<file path="src/rtl/mux4x1_tdm_pkg.sv">
// Shared types and helpers for the 4:1 time-division multiplexer.
package mux4x1_tdm_pkg;

  localparam int NUM_CH = 4;
  localparam int SEL_W  = 2;

  typedef enum logic {
    ST_EMPTY,
    ST_FULL
  } state_t;

  // Encodes a one-hot grant as a channel index; an all-zero grant maps to 0.
  function automatic logic [SEL_W-1:0] onehot_to_idx(input logic [NUM_CH-1:0] oh);
    logic [SEL_W-1:0] idx;
    idx = '0;
    for (int i = 0; i < NUM_CH; i++) begin
      if (oh[i]) begin
        idx = idx | SEL_W'(i);
      end
    end
    return idx;
  endfunction

endpackage

</file>
<file path="src/rtl/mux4x1_tdm_arb.sv">
// Combinational 4-way arbiter: round-robin from ptr, or fixed priority
// (channel 0 highest) when MUX4X1_TDM_FIXED_PRIO_EN is defined.
module rr_arbiter4
  import mux4x1_tdm_pkg::*;
(
  input  logic [NUM_CH-1:0] req,
  input  logic [SEL_W-1:0]  ptr,
  output logic [NUM_CH-1:0] gnt
);

`ifdef MUX4X1_TDM_FIXED_PRIO_EN
  logic unused_ptr;
  assign unused_ptr = ^ptr;

  always_comb begin
    gnt = '0;
    for (int i = NUM_CH - 1; i >= 0; i--) begin
      if (req[i]) begin
        gnt = '0;
        gnt[i] = 1'b1;
      end
    end
  end
`else
  logic [SEL_W-1:0] cand;
  logic             found;

  // Walk ptr, ptr+1, ... modulo 4; the first requester wins.
  always_comb begin
    gnt   = '0;
    found = 1'b0;
    cand  = '0;
    for (int k = 0; k < NUM_CH; k++) begin
      cand = ptr + SEL_W'(k);
      if (!found && req[cand]) begin
        gnt[cand] = 1'b1;
        found     = 1'b1;
      end
    end
  end
`endif

endmodule

</file>
<file path="src/rtl/mux4x1_tdm.sv">
// Four-channel valid/ready TDM merger with a registered, channel-tagged output.
// Define MUX4X1_TDM_FIXED_PRIO_EN for fixed priority instead of round-robin.
module mux4x1_tdm
  import mux4x1_tdm_pkg::*;
#(
  parameter int WIDTH = 8
) (
  input  logic                    clk,
  input  logic                    rst_n,
  input  logic [NUM_CH*WIDTH-1:0] in_data,
  input  logic [NUM_CH-1:0]       in_valid,
  output logic [NUM_CH-1:0]       in_ready,
  output logic [WIDTH-1:0]        out_data,
  output logic [SEL_W-1:0]        out_sel,
  output logic                    out_valid,
  input  logic                    out_ready
);

  state_t            state;
  state_t            state_nxt;
  logic              load_en;
  logic              take;
  logic [NUM_CH-1:0] gnt;
  logic [SEL_W-1:0]  gnt_idx;
  logic [SEL_W-1:0]  ptr;
  logic [WIDTH-1:0]  sel_data;

`ifdef MUX4X1_TDM_FIXED_PRIO_EN
  assign ptr = '0;
`else
  always_ff @(posedge clk or negedge rst_n) begin
    if (!rst_n) begin
      ptr <= '0;
    end else if (take) begin
      ptr <= gnt_idx + SEL_W'(1);
    end
  end
`endif

  rr_arbiter4 u_arb (
    .req (in_valid),
    .ptr (ptr),
    .gnt (gnt)
  );

  assign gnt_idx  = onehot_to_idx(gnt);
  assign load_en  = !out_valid || out_ready;
  assign in_ready = gnt & {NUM_CH{load_en && rst_n}};
  assign take     = |(in_valid & in_ready);

  always_comb begin
    sel_data = '0;
    for (int i = 0; i < NUM_CH; i++) begin
      if (gnt[i]) begin
        sel_data = in_data[i*WIDTH +: WIDTH];
      end
    end
  end

  always_ff @(posedge clk or negedge rst_n) begin
    if (!rst_n) begin
      state <= ST_EMPTY;
    end else begin
      state <= state_nxt;
    end
  end

  // A same-cycle drain and refill keeps the register FULL with no bubble.
  always_comb begin
    state_nxt = state;
    case (state)
      ST_EMPTY: if (take) state_nxt = ST_FULL;
      ST_FULL: begin
        if (take) begin
          state_nxt = ST_FULL;
        end else if (out_ready) begin
          state_nxt = ST_EMPTY;
        end
      end
      default: state_nxt = ST_EMPTY;
    endcase
  end

  always_comb begin
    out_valid = (state == ST_FULL);
  end

  always_ff @(posedge clk or negedge rst_n) begin
    if (!rst_n) begin
      out_data <= '0;
      out_sel  <= '0;
    end else if (take) begin
      out_data <= sel_data;
      out_sel  <= gnt_idx;
    end
  end

endmodule

</file>
<file path="config.mk">
export PLATFORM = sky130hd
export DESIGN_NAME = mux4x1_tdm
export DESIGN_NICKNAME = d
export VERILOG_FILES = /design/src/rtl/mux4x1_tdm_pkg.sv /design/src/rtl/mux4x1_tdm_arb.sv /design/src/rtl/mux4x1_tdm.sv
export SDC_FILE = /design/constraint.sdc
export NUM_CORES = 1
export LEC_CHECK = 0
export BUFFER_PORTS_ARGS = -buffer_cell sky130_fd_sc_hd__buf_2
export CAP_MARGIN = 40
export CORE_MARGIN = 4
export CORE_UTILIZATION = 40
export DETAILED_ROUTE_END_ITERATION = 10
export PLACE_DENSITY = 0.67
export SLEW_MARGIN = 20
export SYNTH_ARGS = -nofsm -noshare
export SYNTH_HDL_FRONTEND = slang
export SYNTH_SLANG_ARGS = --single-unit
</file>
<file path="constraint.sdc">
create_clock -name clk -period 4.8 [get_ports clk]
set_clock_uncertainty 0.15 [all_clocks]
set_input_delay 0.96 -clock clk [delete_from_list [all_inputs] [get_ports clk]]
set_output_delay 0.96 -clock clk [all_outputs]
set_load 0.01 [all_outputs]
</file>
==> qor.yml <==
setup_path:
  start_kind: "flop"
  critPathKind: "reg -> out"
  end_kind: "output port"
  required_ns: 3.69
  crit_arrival_ns: 2.99
  crit_fanout: 13
yosys:
  synth_enable_flop_cells: 0
  syn_inst: 138
  synth.most_common_cell: "nand2_1"
  syn_nets: 183
  syn_avg_cell_area_um2: 10.2
  netlist.top_cell.by_area: "dfrtp_1"
  synthFlopType: "dfrtp_1"
  yosysSeqAreaShare_pct: 23.2
  async_flop_share_pct: 100
  yosys_warnings: 0
  synth-seq-cells: 13
  syn_area_um2: 1410
  synthTopCellsByCount: "20 x nand2_1, 13 x dfrtp_1, 11 x nor2_1"
  synth_top_cell_area_share_pct: 23.2
  ys_types: 45
  synthTopCellsByArea: "dfrtp_1 23%, a221oi_2 9.6%, o41ai_2 9.3%"
timing:
  min_period_ns: 4.10
  setup_viol: 0
  slew_viol_final: 0
  fmax_mhz: 244
  hold_viol: 0
  period_share_pct: 85.4
  fin_setup_tns_ns: 0
  worst-slew-pin-transition_ns: 0.833
  rsz0062_at_grt: "false"
  worst_slack_ns: 0.702
  slew_headroom_pct: 44.5
flow_run:
  maxCapViolations: 0
power_and_ir_drop:
  power_leakage_nw: 0.800
  powerDensity_nw_per_um2: 693
  peakVddDrop_mv: 0.264
clock_tree:
  clockBufferDepth: 2
  cts.reportedPaths.clkPinSlew_ns: 0.09
  postCtsHoldBufs: 0
  cts_setup_buffers: 0
  clock_sinks: 13
  root_buffer: "clkbuf_4"
  cts.htree.levels: 1
  cts_resized: 0
  clock_latency_ns: 0.27
  cts_tree: "yes"
  numCtsBuffers: 3
final_layout:
  antenna_cells: 0
  nets: 231
  finalNonFillerCells: 231
  drive_gt1_share_pct: 48.1
  finish.instance_area_um2: 1640
  syn_to_final_growth_pct: 16.5
routing:
  vias: 1301
  drtPass1Iterations: 4
  post-route-drc-count: 0
  drt_iter0_drc: 59
  wl_per_cell_um: 14.6
  wirelength_mm: 3.37
  ant_nets: 0
  via_per_inst: 5.63
status:
  outcome: "complete, no violations"
global_routing:
  grt_use_total_pct: 15.4
  gr-total-overflow: 0
  grt_max_degree: 16
  grt_pass1_vias: 1221
  grt_pass1_wl_mm: 5.51
  antenna_found_initial: 0
place:
  dp_hpwl_mm: 2.65
  dp_cells: 227
  routabilityCongestion: 0.863
  dpl_cell_area_um2: 1610
  dp_slack_ns: 0.818
  io_buffers: 53
die:
  boundaryPins: 54
  die_w_um: 67.3
  die_area_um2: 4530
  die_h_um: 67.3
  coreArea_um2: 3360
  initial_core_util_pct: 41.8
  rows: 21
hold_path:
  hold_path.class: "reg -> reg"
==> path summary, 6_finish.rpt <==
kind                       depth (start not counted)           to  slack (ns)        start
max                                                8  in_ready[1]        0.70       ptr[0]
min                                                2  out_data[3]        0.33  out_data[3]
max reg2reg                                       10  out_data[0]        1.29       ptr[0]
min reg2reg                                        2  out_data[3]        0.33  out_data[3]
max in group asynchronous                          1  out_data[3]        3.79        rst_n
min in group asynchronous                          1  out_data[7]        0.44        rst_n
==> final cells by class <==
cell class | instances | area, um2
clock buffers | 3 | 22.5
clock inverters | 1 | 5.00
fillers | 332 | 1730
inverters | 6 | 22.5
multi-input cells | 106 | 916
flip-flops and latches | 13 | 325
well taps | 46 | 57.6
repair buffers | 56 | 288
==> sequential cells by signal, summed over array words and instances (netlist names) <==
name and flops:
out_sel 2, ptr 2, out_valid 1, out_data 8
==> stage by stage <==
stage	utilization [%]	hold WS, ns	total power [mW]
detailed placement	47.8	0.314	1.08
global route	48.7	0.349	1.25
CTS	48.7	0.334	1.15
floorplan	-	0.364	0.948
finish	48.7	0.330	1.13
global placement	47.8	0.305	1.05
==> critical path, stage by stage, from the launching register on <==
cell and delay, ns:
dfrtp_1 0.62, inv_1 0.17, ha_1 0.36, mux4_2 0.38
nor4_4 0.46, a221o_1 0.23, buf_4 0.21, nor2b_1 0.14
buf_2 0.14
==> logic make-up (layout without fill, tap and decap cells) <==
group                    after synthesis  in the layout  share of synthesized area, %
AO/OA/AOI/OAI                         39             39                          33.2
buffers and inverters                 19             66                          11.7
multiplexers                           5              5                          5.52
flip-flops                            13             13                          23.2
XOR/XNOR                               1              1                         0.623
AND/OR/NAND/NOR                       55             55                          20.5
adder cells (fa/ha/maj)                6              6                          5.34
==> cell usage in the layout, fill, tap and decap left out, types with 2 or more instances in the layout <==
| cell type | n |
|---|---|
| a22oi_1 | 2 |
| mux4_2 | 2 |
| buf_4 | 3 |
| nand3b_1 | 2 |
| ha_1 | 6 |
| mux2_2 | 2 |
| o21ai_0 | 2 |
| nand2_1 | 20 |
| a21boi_1 | 2 |
| inv_1 | 6 |
| a211oi_1 | 2 |
| a221o_1 | 3 |
| dfrtp_1 | 13 |
| buf_2 | 53 |
| nor3_1 | 8 |
| clkbuf_4 | 3 |
| or3b_1 | 2 |
| or3_1 | 2 |
| a221oi_2 | 9 |
| o41ai_2 | 8 |
| nor2b_1 | 2 |
| nor2_1 | 11 |
==> report_power, final <==
part	internal (mW)	total, mW	leakage (nW)	switching [mW]
Sequential	0.161	0.206	0.163	0.0454
Combinational	0.369	0.858	0.619	0.490
Clock	0.0308	0.0690	0.0177	0.0382
Total	0.560	1.13	0.800	0.573
==> layer usage <==
metal  share of wire, %  vias to the layer above  GRT usage, %
met5                  0                        -             0
met4               0.80                        0          4.56
met3                 10                        4          2.00
met2                 46                       59          27.4
met1                 43                      619          19.3
li1                   -                      619             -
No activity file was read; power rests on OpenSTA's default activity.
